==> config.mk <==
export PLATFORM = sky130hd
export DESIGN_NAME = envelope_gen
export DESIGN_NICKNAME = d
export VERILOG_FILES = /design/src/rtl/audio_pkg.sv /design/src/rtl/env_scale.sv /design/src/rtl/envelope_gen.sv
export SDC_FILE = /design/constraint.sdc
export NUM_CORES = 1
export LEC_CHECK = 0
export CORE_UTILIZATION = 66
export DETAILED_ROUTE_END_ITERATION = 16
export DONT_BUFFER_PORTS = 1
export GPL_ROUTABILITY_DRIVEN = 0
export GPL_TIMING_DRIVEN = 0
export PLACE_DENSITY = 0.82
export SKIP_LAST_GASP = 1
export SYNTH_ARGS = -nofsm -noshare
export SYNTH_HDL_FRONTEND = slang
export SYNTH_SLANG_ARGS = --single-unit
==> constraint.sdc <==
create_clock -name clk -period 7.9 [get_ports clk]
set_clock_uncertainty 0.05 [all_clocks]
set_input_delay 0.79 -clock clk [delete_from_list [all_inputs] [get_ports clk]]
set_output_delay 0.79 -clock clk [all_outputs]
set_load 0.05 [all_outputs]
==> src/rtl/audio_pkg.sv <==
// Shared voice-path types and constants (envelope states, sample divider, envelope ceiling).
// ENVGEN_EXP_EN selects the level-proportional decay/release step helper used by envelope_gen.
package audio_pkg;

  typedef enum logic [2:0] {
    IDLE    = 3'd0,
    ATTACK  = 3'd1,
    DECAY   = 3'd2,
    SUSTAIN = 3'd3,
    RELEASE = 3'd4
  } env_state_t;

  localparam int          SAMPLE_DIV = 256;
  localparam logic [15:0] ENV_MAX    = 16'hFFFF;

  // Step shrinks with the current gain so the tail falls off roughly exponentially.
  function automatic logic [16:0] exp_step(input logic [7:0] gain, input logic [7:0] rate);
    logic [16:0] prod;
    prod = (({9'd0, gain} + 17'd1) * {9'd0, rate}) >> 4;
    return (prod == 17'd0) ? 17'd1 : prod;
  endfunction

endpackage

==> src/rtl/env_scale.sv <==
// Registered gain stage: unsigned oscillator sample -> signed sample scaled by an 8-bit gain.
module env_scale #(
  parameter int BITDEPTH = 12
) (
  input  logic                clk,
  input  logic                rst_n,
  input  logic                en,
  input  logic [BITDEPTH-1:0] osc,
  input  logic [7:0]          gain,
  output logic [BITDEPTH-1:0] audio
);

  localparam int PW = BITDEPTH + 9;

  logic [PW-1:0] s_ext, g_ext, p;
  logic          unused_bits;

  // Flipping the MSB turns offset-binary into two's complement; sign-extend to full product width
  // so the low PW bits of an unsigned multiply equal the signed product.
  assign s_ext       = {{9{~osc[BITDEPTH-1]}}, ~osc[BITDEPTH-1], osc[BITDEPTH-2:0]};
  assign g_ext       = {{(BITDEPTH+1){1'b0}}, gain};
  assign p           = s_ext * g_ext;
  assign unused_bits = ^{p[PW-1], p[7:0]};

  always_ff @(posedge clk or negedge rst_n) begin
    if (!rst_n)  audio <= '0;
    else if (en) audio <= p[BITDEPTH+7:8];
  end

endmodule

==> src/rtl/envelope_gen.sv <==
// Per-voice ADSR envelope: sample tick detect, ADSR FSM and gain stage feeding the mixer.
// Define ENVGEN_EXP_EN for exponential-like decay/release; default build is linear.
module envelope_gen
  import audio_pkg::*;
#(
  parameter int BITDEPTH = 12,
  parameter int ENVBITS  = 16
) (
  input  logic                clk,
  input  logic                rst_n,
  input  logic                sample_clock,
  input  logic [BITDEPTH-1:0] osc_in,
  input  logic                gate,
  input  logic [7:0]          attack_rate,
  input  logic [7:0]          decay_rate,
  input  logic [7:0]          sustain_level,
  input  logic [7:0]          release_rate,
  output logic [BITDEPTH-1:0] audio_out,
  output logic                out_valid,
  output logic [7:0]          env_level,
  output logic                active
);

  localparam int               STAGES  = 2;
  localparam logic [ENVBITS:0] ENV_TOP = {1'b0, ENV_MAX};

  logic [1:0]          sc_sync;
  logic                tick;
  logic [STAGES-1:0]   vld_pipe;
  env_state_t          state;
  logic [ENVBITS-1:0]  env;
  logic                gate_q;
  logic [BITDEPTH-1:0] osc_q;
  logic [7:0]          gain;

  logic [ENVBITS:0] env_w, sus_w, step_d, step_r, atk_sum, dec_sum, rel_sum;
  logic             atk_done, dec_done, rel_done;

  assign gain      = env[ENVBITS-1 -: 8];
  assign tick      = sc_sync[0] & ~sc_sync[1];
  assign out_valid = vld_pipe[STAGES-1];
  assign env_level = gain;
  assign active    = (state != IDLE);

  always_ff @(posedge clk or negedge rst_n) begin
    if (!rst_n) begin
      sc_sync  <= '0;
      vld_pipe <= '0;
    end else begin
      sc_sync  <= {sc_sync[0], sample_clock};
      vld_pipe <= {vld_pipe[STAGES-2:0], tick};
    end
  end

  // One extra bit of headroom: carry out flags overflow on attack, MSB flags underflow on decay/release.
  always_comb begin
    env_w = {1'b0, env};
    sus_w = {1'b0, sustain_level, {(ENVBITS-8){1'b0}}};
`ifdef ENVGEN_EXP_EN
    step_d = exp_step(gain, decay_rate);
    step_r = exp_step(gain, release_rate);
`else
    step_d = {{(ENVBITS-7){1'b0}}, decay_rate};
    step_r = {{(ENVBITS-7){1'b0}}, release_rate};
`endif
    atk_sum  = env_w + {{(ENVBITS-7){1'b0}}, attack_rate};
    dec_sum  = env_w - step_d;
    rel_sum  = env_w - step_r;
    atk_done = (attack_rate == 8'd0) || (atk_sum >= ENV_TOP);
    dec_done = (decay_rate == 8'd0) || dec_sum[ENVBITS] || (dec_sum <= sus_w);
    rel_done = (release_rate == 8'd0) || rel_sum[ENVBITS] || (rel_sum == '0);
  end

  always_ff @(posedge clk or negedge rst_n) begin
    if (!rst_n) begin
      state  <= IDLE;
      env    <= '0;
      gate_q <= 1'b0;
      osc_q  <= '0;
    end else if (tick) begin
      gate_q <= gate;
      osc_q  <= osc_in;
      // Retrigger keeps the current level so a re-gated note does not click.
      if (gate && !gate_q) begin
        state <= ATTACK;
      end else if (!gate && (state inside {ATTACK, DECAY, SUSTAIN})) begin
        state <= RELEASE;
      end else begin
        case (state)
          ATTACK: begin
            if (atk_done) begin
              env   <= ENV_MAX;
              state <= DECAY;
            end else begin
              env <= atk_sum[ENVBITS-1:0];
            end
          end
          DECAY: begin
            if (dec_done) begin
              env   <= sus_w[ENVBITS-1:0];
              state <= SUSTAIN;
            end else begin
              env <= dec_sum[ENVBITS-1:0];
            end
          end
          SUSTAIN: env <= sus_w[ENVBITS-1:0];
          RELEASE: begin
            if (rel_done) begin
              env   <= '0;
              state <= IDLE;
            end else begin
              env <= rel_sum[ENVBITS-1:0];
            end
          end
          default: env <= '0;
        endcase
      end
    end
  end

  env_scale #(.BITDEPTH(BITDEPTH)) u_scale (
    .clk   (clk),
    .rst_n (rst_n),
    .en    (vld_pipe[0]),
    .osc   (osc_q),
    .gain  (gain),
    .audio (audio_out)
  );

endmodule

==> impl_metrics.json <==
{
  "synth_top_cell_by_area": "fa_1",
  "drt_iter0_markers": 644,
  "path_clk_slew_ns": 0.07,
  "finalInstanceArea_um2": 8010,
  "synth_nets": 1110,
  "final_nets": 1117,
  "synth_top_flop_cell": "dfrtp_1",
  "grt_max_degree": 49,
  "fin_ws_ns": 1.74,
  "wire_per_inst_um": 18.2,
  "yosysUniqueCellTypes": 76,
  "postSynthCellCount": 917,
  "worst-slew-pin-transition_ns": 0.756,
  "fmax_ghz": 0.162,
  "drt_first_pass_iters": 6,
  "synth.ff_latch_count": 48,
  "fill_cells": 926,
  "hpwl_mm": 15.6,
  "leakage_nw": 4.00,
  "finalSetupViolations": 0,
  "seq_area_frac_synth_pct": 15.7,
  "cts-resized-gates": 0,
  "rows": 39,
  "route.vias.total": 6638,
  "cp.required_ns": 8.03,
  "async_reset_ff_share_pct": 100,
  "syn_area_um2": 7670,
  "fin_tns_setup_ns": 0,
  "hold_buffers": 0,
  "cts_made_buffers": 5,
  "cts_tree": "done",
  "die_y_um": 110,
  "start_util_pct": 67.5,
  "cts.htree.levels": 2,
  "drcViolationCount": 0,
  "finalHoldViolations": 0,
  "max_cap_violations": 0,
  "crit_arrival_ns": 6.28,
  "grt_antenna_before_repair": 0,
  "clkLatencyLatePin_ns": 0.30,
  "startpoint_type": "register",
  "area_growth_pct": 4.47,
  "p_per_area_nw_per_um2": 172,
  "numPortBuffers": 0,
  "io_pins": 70,
  "place_ws_ns": 1.94,
  "drive_gt1_share_pct": 4.00,
  "synth_top_cell_area_share_pct": 20.4,
  "core-area_um2": 11400,
  "crit_path_end_kind": "register",
  "wirelength_mm": 19.5,
  "grt_pass1_vias": 6526,
  "dieArea_um2": 12100,
  "ir_drop_uv": 147,
  "grtUsageTotal_pct": 34.9,
  "grt_setup_unrepaired": "no",
  "status": "finished clean",
  "crit_type": "reg -> reg",
  "gr-total-overflow": 0,
  "synth_most_common_cell": "inv_1",
  "cts_buffer_depth": 2,
  "die_w_um": 110,
  "cts_setup_buffers": 0,
  "num_antenna_cells": 0,
  "synth_commonest_cells": "139 x inv_1, 109 x nand2_1, 78 x fa_1",
  "period_minus_slack_ns": 6.16,
  "worst-path-max-fanout": 10,
  "avgViaCountPerCell": 6.22,
  "synth_edf_count": 0,
  "root_buffer": "clkbuf_16",
  "maxSlewViolCount": 0,
  "grt_pass1_wl_mm": 32.1,
  "cts_num_sinks": 48,
  "avgSynthCellArea_um2": 8.37,
  "fin_crit_sh_pct": 78.0,
  "slew-limit-headroom_pct": 49.6,
  "antenna_left": 0,
  "dpl_cell_area_um2": 7850,
  "netlist_top_cells_area": "fa_1 20%, dfrtp_1 16%, ha_1 11%",
  "ys.warnings.count": 0,
  "worstHoldPathType": "in -> async"
}
[flip-flops by register name (all words and copies together) (netlist names)]
| signal | flops |
|---|---|
| env | 16 |
| gate_q | 1 |
| osc_q | 12 |
| sc_sync | 2 |
| state | 3 |
| u_scale.audio | 12 |
| vld_pipe | 2 |
[per-stage QoR]
stage | total power, mW | util (%) | hold WS (ns) | cells
2_1_floorplan | 0.947 | - | 0.302 | 917
3_3_place_gp | 1.09 | 69.0 | 0.306 | 1060
3_5_place_dp | 1.11 | 69.0 | 0.317 | 1060
4_1_cts | 1.36 | 70.5 | 0.133 | 1068
5_1_grt | 1.47 | 70.5 | 0.125 | 1068
6_report | 1.38 | 70.5 | 0.134 | 1068
[kinds of logic (layout without fill, tap and decap cells)]
logic type      after synthesis  count (layout)  share of synthesized area (%)
compound gates              176             176                           16.2
xor+xnor                     48              48                           5.48
fa+ha+maj                   145             145                           31.3
buf+inv                     182             190                           9.46
flops                        48              48                           15.7
mux                          16              16                           2.25
simple gates                302             302                           19.7
[final cells by class]
cell class                 count  area [um2]  share of cell area (%)
buffer                        41         196                    2.45
clock buffer                   6         129                    1.61
clock inverter                 2        35.0                   0.437
inverter                     141         529                    6.60
multi-input combinational    687        5740                    71.7
sequential                    48        1200                    15.0
tap                          143         179                    2.23
[final timing paths]
check	start	to	depth (start not counted)	slack, ns
setup / recovery	env[11]$_DFFE_PN0P_	u_scale.audio[11]$_DFFE_PN0P_	20	1.74
hold / removal	rst_n	osc_q[3]$_DFFE_PN0P_	0	0.13
setup reg to reg	env[11]$_DFFE_PN0P_	u_scale.audio[11]$_DFFE_PN0P_	20	1.74
hold reg to reg	sc_sync[0]$_DFF_PN0_	sc_sync[1]$_DFF_PN0_	0	0.33
max in group asynchronous	rst_n	env[2]$_DFFE_PN0P_	0	7.57
min in group clk	sc_sync[0]$_DFF_PN0_	sc_sync[1]$_DFF_PN0_	0	0.33
[report_power, final]
part / total (mW) / switching (mW) / internal, mW
Sequential: 0.405 / 0.118 / 0.288
Combinational: 0.723 / 0.443 / 0.280
Clock: 0.249 / 0.100 / 0.149
[layer usage]
metal	global-route usage (%)	vias up	wire length, um
li1	-	3091	-
met1	49.0	3176	8390
met2	52.5	330	8480
met3	11.7	41	2240
met4	7.24	0	372
met5	0	-	0
[worst max-delay path: stages, from the launching register on]
cell and delay, ns:
dfrtp_1 0.34, clkbuf_1 0.40, clkbuf_1 0.55, clkbuf_1 0.43, and2_1 0.21, fa_1 0.41, inv_1 0.08, fa_1 0.45
fa_1 0.55, inv_1 0.05, fa_1 0.47, ha_1 0.33, o21a_1 0.13, o211ai_1 0.26, o211ai_1 0.17, a21oi_1 0.33
a21oi_1 0.18, nand4_1 0.15, nand3b_1 0.10, xnor2_1 0.13, mux2_2 0.26
[cells in the final DEF, fill, tap and decap left out, types with 5 or more instances in the layout]
cell,count
a211oi_1,9
a21o_1,9
a21oi_1,35
a31oi_1,6
and2_1,52
buf_1,9
buf_4,9
clkbuf_1,22
clkbuf_16,5
dfrtp_1,48
fa_1,78
ha_1,67
inv_1,139
mux2_2,9
mux2i_1,6
nand2_1,109
nand2b_1,16
nand3_1,17
nand4_1,8
nor2_1,38
nor2b_1,9
nor3_1,24
nor4_1,5
o211ai_1,17
o21a_1,12
o21ai_0,34
o31ai_1,6
or4_1,5
xnor2_1,30
xor2_1,18
(Power assumes the default switching activity.)
